===== config.mk =====
export PLATFORM = sky130hd
export DESIGN_NAME = adc_scan_scheduler_flat
export DESIGN_NICKNAME = d
export VERILOG_FILES = /design/src/rtl/adc_scan_scheduler_if.sv /design/src/rtl/adc_scan_scheduler.sv /design/src/flat_wrapper.sv
export SDC_FILE = /design/constraint.sdc
export NUM_CORES = 1
export LEC_CHECK = 0
export BUFFER_PORTS_ARGS = -buffer_cell sky130_fd_sc_hd__buf_4
export CORE_MARGIN = 8
export CORE_UTILIZATION = 56
export CTS_CLUSTER_SIZE = 12
export DETAILED_ROUTE_END_ITERATION = 12
export PLACE_DENSITY_LB_ADDON = 0.12
export SLEW_MARGIN = 20
export SYNTH_ARGS = -nofsm -noshare
export SYNTH_HDL_FRONTEND = slang
export SYNTH_SLANG_ARGS = --single-unit

===== constraint.sdc =====
create_clock -name clk -period 1.83 [get_ports clk]
set_input_delay 0.183 -clock clk [delete_from_list [all_inputs] [get_ports clk]]
set_output_delay 0.183 -clock clk [all_outputs]
set_load 0.01 [all_outputs]

===== src/rtl/adc_scan_scheduler_if.sv =====
// adc_scan_scheduler_if: control, ADC handshake and result signals of the scan scheduler
interface adc_scan_scheduler_if #(
  parameter int NUM_CH = 4,
  parameter int DATA_W = 12
);
  localparam int CW = $clog2(NUM_CH);
  logic              enable;
  logic [NUM_CH-1:0] ch_mask;
  logic              err_clr;
  logic              conv_start;
  logic [CW-1:0]     conv_ch;
  logic              conv_done;
  logic [DATA_W-1:0] conv_data;
  logic              result_valid;
  logic [CW-1:0]     result_ch;
  logic [DATA_W-1:0] result_data;
  logic              scan_done;
  logic              busy;
  logic              timeout_err;
  logic              overrun;
  modport slave (
    input  enable, ch_mask, err_clr, conv_done, conv_data,
    output conv_start, conv_ch, result_valid, result_ch, result_data,
           scan_done, busy, timeout_err, overrun
  );
  modport master (
    output enable, ch_mask, err_clr, conv_done, conv_data,
    input  conv_start, conv_ch, result_valid, result_ch, result_data,
           scan_done, busy, timeout_err, overrun
  );
endinterface


===== src/rtl/adc_scan_scheduler.sv =====
// adc_scan_scheduler: tick-driven scan of the enabled channels over one shared ADC
module adc_scan_scheduler #(
  parameter int NUM_CH     = 4,
  parameter int DATA_W     = 12,
  parameter int SAMPLE_DIV = 100000,
  parameter int TIMEOUT    = 1024
) (
  input logic clk,
  input logic reset,
  adc_scan_scheduler_if.slave bus
);
  localparam int CW = $clog2(NUM_CH);
  localparam int TW = $clog2(SAMPLE_DIV);
  localparam int OW = $clog2(TIMEOUT);
  typedef enum logic [4:0] {
    IDLE      = 5'b00001,
    START     = 5'b00010,
    WAIT_DONE = 5'b00100,
    STORE     = 5'b01000,
    NEXT      = 5'b10000
  } state_t;
  state_t            state;
  logic [NUM_CH-1:0] mask;
  logic [TW-1:0]     tick_cnt;
  logic [OW-1:0]     to_cnt;
  logic              tick_pending;
  logic              tc, consume, start_scan, to_hit;
  logic [CW:0]       first, nxt;
  // {found, index} of the lowest set bit strictly above 'from'
  function automatic logic [CW:0] find(input logic [NUM_CH-1:0] m, input int from);
    find = '0;
    for (int i = NUM_CH - 1; i >= 0; i--)
      if (m[i] && i > from) find = {1'b1, CW'(i)};
  endfunction
  always_comb begin
    tc         = bus.enable && tick_cnt == TW'(SAMPLE_DIV - 1);
    start_scan = state == IDLE && tick_pending && bus.enable && |bus.ch_mask;
    consume    = state == IDLE && tick_pending && (bus.enable || bus.ch_mask == '0);
    to_hit     = state == WAIT_DONE && !bus.conv_done && to_cnt == OW'(TIMEOUT - 1);
    first      = find(bus.ch_mask, -1);
    nxt        = find(mask, int'(bus.conv_ch));
  end
  always_ff @(posedge clk) begin
    if (!reset) begin
      state            <= IDLE;
      mask             <= '0;
      tick_cnt         <= '0;
      to_cnt           <= '0;
      tick_pending     <= 1'b0;
      bus.conv_start   <= 1'b0;
      bus.conv_ch      <= '0;
      bus.result_valid <= 1'b0;
      bus.result_ch    <= '0;
      bus.result_data  <= '0;
      bus.scan_done    <= 1'b0;
      bus.busy         <= 1'b0;
      bus.timeout_err  <= 1'b0;
      bus.overrun      <= 1'b0;
    end else begin
      bus.conv_start   <= 1'b0;
      bus.result_valid <= 1'b0;
      bus.scan_done    <= 1'b0;
      tick_cnt         <= (!bus.enable || tc) ? '0 : tick_cnt + 1'b1;
      tick_pending     <= tc || (tick_pending && !consume);
      bus.overrun      <= !bus.err_clr && (bus.overrun || (tc && tick_pending && !consume));
      bus.timeout_err  <= !bus.err_clr && (bus.timeout_err || to_hit);
      case (state)
        IDLE: if (start_scan) begin
          mask           <= bus.ch_mask;
          bus.conv_ch    <= first[CW-1:0];
          bus.conv_start <= 1'b1;
          bus.busy       <= 1'b1;
          state          <= START;
        end
        START: begin
          to_cnt <= '0;
          state  <= WAIT_DONE;
        end
        WAIT_DONE: if (bus.conv_done) begin
          bus.result_data  <= bus.conv_data;
          bus.result_ch    <= bus.conv_ch;
          bus.result_valid <= 1'b1;
          state            <= STORE;
        end else if (to_hit) state <= NEXT;
        else to_cnt <= to_cnt + 1'b1;
        STORE: state <= NEXT;
        NEXT: if (nxt[CW] && bus.enable) begin
          bus.conv_ch    <= nxt[CW-1:0];
          bus.conv_start <= 1'b1;
          state          <= START;
        end else begin
          bus.scan_done <= !nxt[CW];
          bus.busy      <= 1'b0;
          state         <= IDLE;
        end
        default: begin
          bus.busy <= 1'b0;
          state    <= IDLE;
        end
      endcase
    end
  end
endmodule


===== src/flat_wrapper.sv =====
// flat-port wrapper written by rule: the top's interface ports become plain ports
module adc_scan_scheduler_flat 
#(
  parameter int NUM_CH     = 4,
  parameter int DATA_W     = 12,
  parameter int SAMPLE_DIV = 100000,
  parameter int TIMEOUT    = 1024
)
  (clk, reset, bus_enable, bus_ch_mask, bus_err_clr, bus_conv_done, bus_conv_data, bus_conv_start, bus_conv_ch, bus_result_valid, bus_result_ch, bus_result_data, bus_scan_done, bus_busy, bus_timeout_err, bus_overrun);
  adc_scan_scheduler_if #(.NUM_CH(NUM_CH), .DATA_W(DATA_W)) bus_i ();
  input logic clk;
  input logic reset;
  input wire logic [$bits(bus_i.enable)-1:0] bus_enable;
  input wire logic [$bits(bus_i.ch_mask)-1:0] bus_ch_mask;
  input wire logic [$bits(bus_i.err_clr)-1:0] bus_err_clr;
  input wire logic [$bits(bus_i.conv_done)-1:0] bus_conv_done;
  input wire logic [$bits(bus_i.conv_data)-1:0] bus_conv_data;
  output wire logic [$bits(bus_i.conv_start)-1:0] bus_conv_start;
  output wire logic [$bits(bus_i.conv_ch)-1:0] bus_conv_ch;
  output wire logic [$bits(bus_i.result_valid)-1:0] bus_result_valid;
  output wire logic [$bits(bus_i.result_ch)-1:0] bus_result_ch;
  output wire logic [$bits(bus_i.result_data)-1:0] bus_result_data;
  output wire logic [$bits(bus_i.scan_done)-1:0] bus_scan_done;
  output wire logic [$bits(bus_i.busy)-1:0] bus_busy;
  output wire logic [$bits(bus_i.timeout_err)-1:0] bus_timeout_err;
  output wire logic [$bits(bus_i.overrun)-1:0] bus_overrun;
  assign bus_i.enable = bus_enable;
  assign bus_i.ch_mask = bus_ch_mask;
  assign bus_i.err_clr = bus_err_clr;
  assign bus_i.conv_done = bus_conv_done;
  assign bus_i.conv_data = bus_conv_data;
  assign bus_conv_start = bus_i.conv_start;
  assign bus_conv_ch = bus_i.conv_ch;
  assign bus_result_valid = bus_i.result_valid;
  assign bus_result_ch = bus_i.result_ch;
  assign bus_result_data = bus_i.result_data;
  assign bus_scan_done = bus_i.scan_done;
  assign bus_busy = bus_i.busy;
  assign bus_timeout_err = bus_i.timeout_err;
  assign bus_overrun = bus_i.overrun;
  adc_scan_scheduler #(.NUM_CH(NUM_CH), .DATA_W(DATA_W), .SAMPLE_DIV(SAMPLE_DIV), .TIMEOUT(TIMEOUT)) u_core (.clk(clk), .reset(reset), .bus(bus_i));
endmodule

* After elaboration in Yosys (flattened, before gate mapping)
Index checks and enable logic that the tools add are counted.
Storage, ports and cells: input port bits 21, logic and storage cells 100, bits in registers 59, output and inout bits 22
Operators by class: bitwise gates (word level) 3, reduce and logical (&&, ||, !) cells 40, add/sub/neg operators 2, order comparisons 3, eq/ne operators 13, muxes and demuxes 25
Operators with widths (number):
- case mux 5 bit (5 select lines) | 1
- 2-to-1 mux 10 bit | 2
- case mux 10 bit (2 select lines) | 1
- adder 17 x 1 -> 17 bit, second input constant | 1
- == test 17 bit, second input constant | 1
- logical AND 1 bit | 16
- 2-to-1 mux 5 bit | 3
- 2-to-1 mux 2 bit | 7
- adder 10 x 1 -> 10 bit, second input constant | 1
- == test 10 bit, second input constant | 1
- 2-to-1 mux 3 bit | 3
- AND reduction 3 bit | 3
- AND reduction 2 bit | 4
- != test 2 bit, second input constant | 3
- OR reduction 3 bit | 2
- == test 5 x 1 -> 1 bit, second input constant | 1
- == test 5 x 2 -> 1 bit, second input constant | 1
- == test 5 x 3 -> 1 bit, second input constant | 1
- == test 5 x 4 -> 1 bit, second input constant | 1
- == test 5 bit, second input constant | 1
- zero test 1 bit | 5
- logical OR 1 bit | 5
- 2-to-1 mux 1 bit | 5
- greater-than comparator 2 bit, first input constant | 2
- 11 further kinds | 15

* Logic depth before layout (Yosys ltp)
word-level depth 8, gate-level depth with buffers 7

* Worst setup path before layout
No wires, ideal clock.
kind reg2reg, from register u_core.tick_cnt[11], to register u_core.tick_cnt[11], arrival 1513 ps, stages on the path, launching flop included 6, setup slack 203 ps, cell sequence dfxtp_1 > or4_1 > nor4_2 > nand3b_4 > buf_8 > nor2_1
Between the ends: longest elaborated chain between the ends 4, elaborated cells between the ends (all ways) 5, classes of those cells 1 x add/sub; 1 x eq/ne; 3 x reduce/logical
Ends and longest elaborated chain:
- start: declaration | RTL line adc_scan_scheduler.sv:24 | logic [TW-1:0] tick_cnt;
- start signal: assignment | RTL line adc_scan_scheduler.sv:63 | tick_cnt <= (!bus.enable || tc) ? '0 : tick_cnt + 1'b1;
- branches (longest 4 deep; another with adder 17 x 1 -> 17 bit)
Parallel ways; which one is timed is not known. A chain may end at the register's enable or synchronous reset.

* Worst setup path in the final report
from register u_core.tick_cnt[11], to register u_core.tick_cnt[15]
The elaborated chain is that of the path after synthesis.

==> metrics.log <==
INFO  metric synth-seq-area-share = 43.6%
INFO  metric grt_usage = 16.1%
INFO  metric area_growth_syn_to_layout = 23.5%
INFO  metric min_period = 1.70 ns
INFO  metric total_power = 2.55 mW
INFO  metric detailroute.wirelength.met2 = 2.68 mm
INFO  metric timing.max_slew.rel_slack = 70.0%
INFO  metric detail_route.wirelength.met1 = 2.74 mm
INFO  metric ys_types = 49
INFO  metric cts_tree = done
INFO  metric tightestPinTransition = 0.447 ns
INFO  metric grt_pass1_vias = 2,150
INFO  metric clkSinkCount = 58
INFO  metric yosys.area.top_type_share = 43.6%
INFO  metric multi_input_area = 1460 sq um
INFO  metric start_util = 57.2%
INFO  metric seqCellArea = 1160 sq um
INFO  metric totalNegativeSetupSlack = 0 ns
INFO  metric worstSkewPairLatency = 0.33 ns
INFO  metric drtAntennaViolNets = 0
INFO  metric syn-num-nets = 330
INFO  metric drtIter0Drc = 90
INFO  metric cts_post_setup_buffers_inserted = 0
INFO  metric finish.net_count = 383
INFO  metric fin_crit_sh = 92.7%
INFO  metric post_synth.cell_area_avg = 8.68 sq um
INFO  metric synth.cells.most_frequent = dfxtp_1, nand2_1, nor2_1, a21boi_0, xnor2_1
INFO  metric setup_viol = 0
INFO  metric synth-seq-cells = 58
INFO  metric placementRows = 25
INFO  metric post-synth-top-area-cell = dfxtp_1
INFO  metric timing.fmax = 590 MHz
INFO  metric floorplan.die_area = 7220 sq um
INFO  metric worstSetupPathType = register to register
INFO  metric utilization_after_layout = 70.6%
INFO  metric avgRoutedWirePerCell = 13.8 um
INFO  metric total_leakage_power = 1.32 nW
INFO  metric timing.final.ws_setup = 0.134 ns
INFO  metric min-delay-path-class = input pin to register
INFO  metric die_width = 85.0 um
INFO  metric gp_routability_congestion = 0.808
INFO  metric final.fill_count = 399
INFO  metric synth-edff-count = 0
INFO  metric cp_data_required_time = 2.04 ns
INFO  metric cts-buffers-inserted = 9
INFO  metric core_region_area = 4660 sq um
INFO  metric ctsHoldBuffers = 0
INFO  metric clk_transition_reported_paths = 0.06 ns
INFO  metric via_count = 2,274
INFO  metric port_buffers = 42
INFO  metric drive_above_1_share = 21.7%
INFO  metric synthTopCellsByArea = dfxtp_1, nand2_1, nor2_1
INFO  metric globalRoute.totalOverflow = 0
INFO  metric dp_worst_setup_slack = 0.129 ns
INFO  metric max_slew_violations = 0
INFO  metric die_height = 85.0 um
INFO  metric synth-async-reset-ratio = 0%
INFO  metric worstPathArrival = 1.91 ns
INFO  metric postRouteWirelength = 5.76 mm
INFO  metric grt_max_degree = 24
INFO  metric htreeDepth = 3
INFO  metric diodes = 0
INFO  metric grt_first_pass_wirelength = 9.52 mm
INFO  metric antenna_violations_before_repair = 0
INFO  metric viasPerCell = 5.44
INFO  metric syn_area = 2670 sq um
INFO  metric boundaryPins = 43
INFO  metric clock_skew = 0.00616 ns
INFO  metric synthesis.yosys.warnings = 0
INFO  metric max_ir_drop_vdd = 0.000703 V
INFO  metric critPathMaxFanout = 8
INFO  metric cp-end-kind = register
INFO  metric post-synth-top-count-cell = dfxtp_1
INFO  metric synthesis.instances = 307
INFO  metric hpwlAfterDp = 3.95 mm
INFO  metric detail_route.drc_violations = 0
INFO  metric clockBufferDepth = 2
INFO  metric routed.top_layer = met4
INFO  metric outcome = finished clean
INFO  metric synth_flop_cell = dfxtp_1
INFO  metric timing.final.hold_violations = 0
INFO  metric clock_root_buffer = clkbuf_8
INFO  metric met3_wire_length = 228 um
INFO  metric power_density_normalized_to_cell_area = 775 nW/um^2
INFO  metric maxCapViolCount = 0
INFO  metric drt_first_pass_iters = 5
INFO  metric critical_path.startpoint_type = register
-- area by class of cell --
cell class | count | area share (%)
clock buffer | 13 | 5.13
clock inverter | 2 | 1.06
inverter | 3 | 0.342
timing repair buffer | 52 | 11.9
sequential | 58 | 35.3
multi-input combinational | 236 | 44.3
tap | 54 | 2.05
-- path summary, 6_finish.rpt --
kind	depth (start not counted)	slack [ns]	from	to
worst max-delay path	4	0.13	u_core.tick_cnt[11]	u_core.tick_cnt[15]
worst min register to register	1	0.45	u_core.tick_cnt[0]	u_core.tick_cnt[0]
worst min-delay path	3	0.11	bus_conv_data[2]	u_core.bus.result_data[2]
worst max register to register	4	0.13	u_core.tick_cnt[11]	u_core.tick_cnt[15]
-- through the flow --
step	instance area, sq um	cells	hold WS (ns)
final	3290	418	0.108
after global routing	3290	418	0.124
after CTS	3260	417	0.103
after detailed placement	3060	402	0.437
after global placement	3060	402	0.430
after floorplan	2670	307	0.328
-- worst max-delay path, cell delays in order, from the launching register on --
cell and delay (ns):
dfxtp_1 0.33, or4_1 0.57, nor4_4 0.32, nand3b_2 0.28, nor2_1 0.07
-- power breakdown --
part	internal, mW	switching [mW]	total (mW)	leakage [nW]
clock network	0.731	0.471	1.20	0.106
registers	1.26	0.00149	1.27	0.467
logic	0.0430	0.0373	0.0803	0.752
total	2.04	0.510	2.55	1.32
-- cell usage in the layout (no fill, tap or decap), types with 2 or more instances in the layout --
master,instances
nor3b_1,3
and2_1,3
nand3_1,9
nor3_1,10
dfxtp_1,58
a21boi_0,16
nor4_1,4
o21a_1,3
nand2b_1,6
a211oi_1,2
and3_1,10
o21ai_0,5
nand2_1,50
nand3b_2,3
a21oi_1,5
a31oi_1,4
o211a_1,2
clkbuf_8,12
inv_1,3
nor2b_1,8
ha_1,2
buf_4,52
mux2i_1,3
nor2_1,38
xor2_1,9
nand4_1,3
o211ai_1,2
nor4_4,2
and4_1,3
and3b_1,2
xnor2_1,11
-- repair_timing --
action	4_1_cts	5_1_grt
resized for setup	0	4
setup endpoints to repair	0	22
hold endpoints to repair	0	0
-- state kept, by name (all words and copies together), names as in the netlist, 2 cells and up --
name / flops
u_core.to_cnt: 10
u_core.bus.conv_ch: 2
u_core.mask: 3
u_core.bus.result_ch: 2
u_core.state: 5
u_core.bus.result_data: 12
u_core.tick_cnt: 17
-- routing by layer --
layer / vias up / track usage [%]
li1: 1184 / -
met1: 1036 / 18.8
met2: 44 / 26.5
met3: 10 / 4.54
met4: 0 / 8.09
met5: - / 0
-- kinds of logic after synthesis --
logic type,Yosys count,share of synthesized area [%]
XOR/XNOR,20,6.57
multiplexers,3,1.13
flip-flops,58,43.6
AND/OR/NAND/NOR,163,32.4
AO/OA/AOI/OAI,47,12.5
buffers and inverters,14,2.86
adder cells (fa/ha/maj),2,0.939
No activity file was read; power rests on OpenSTA's default activity.
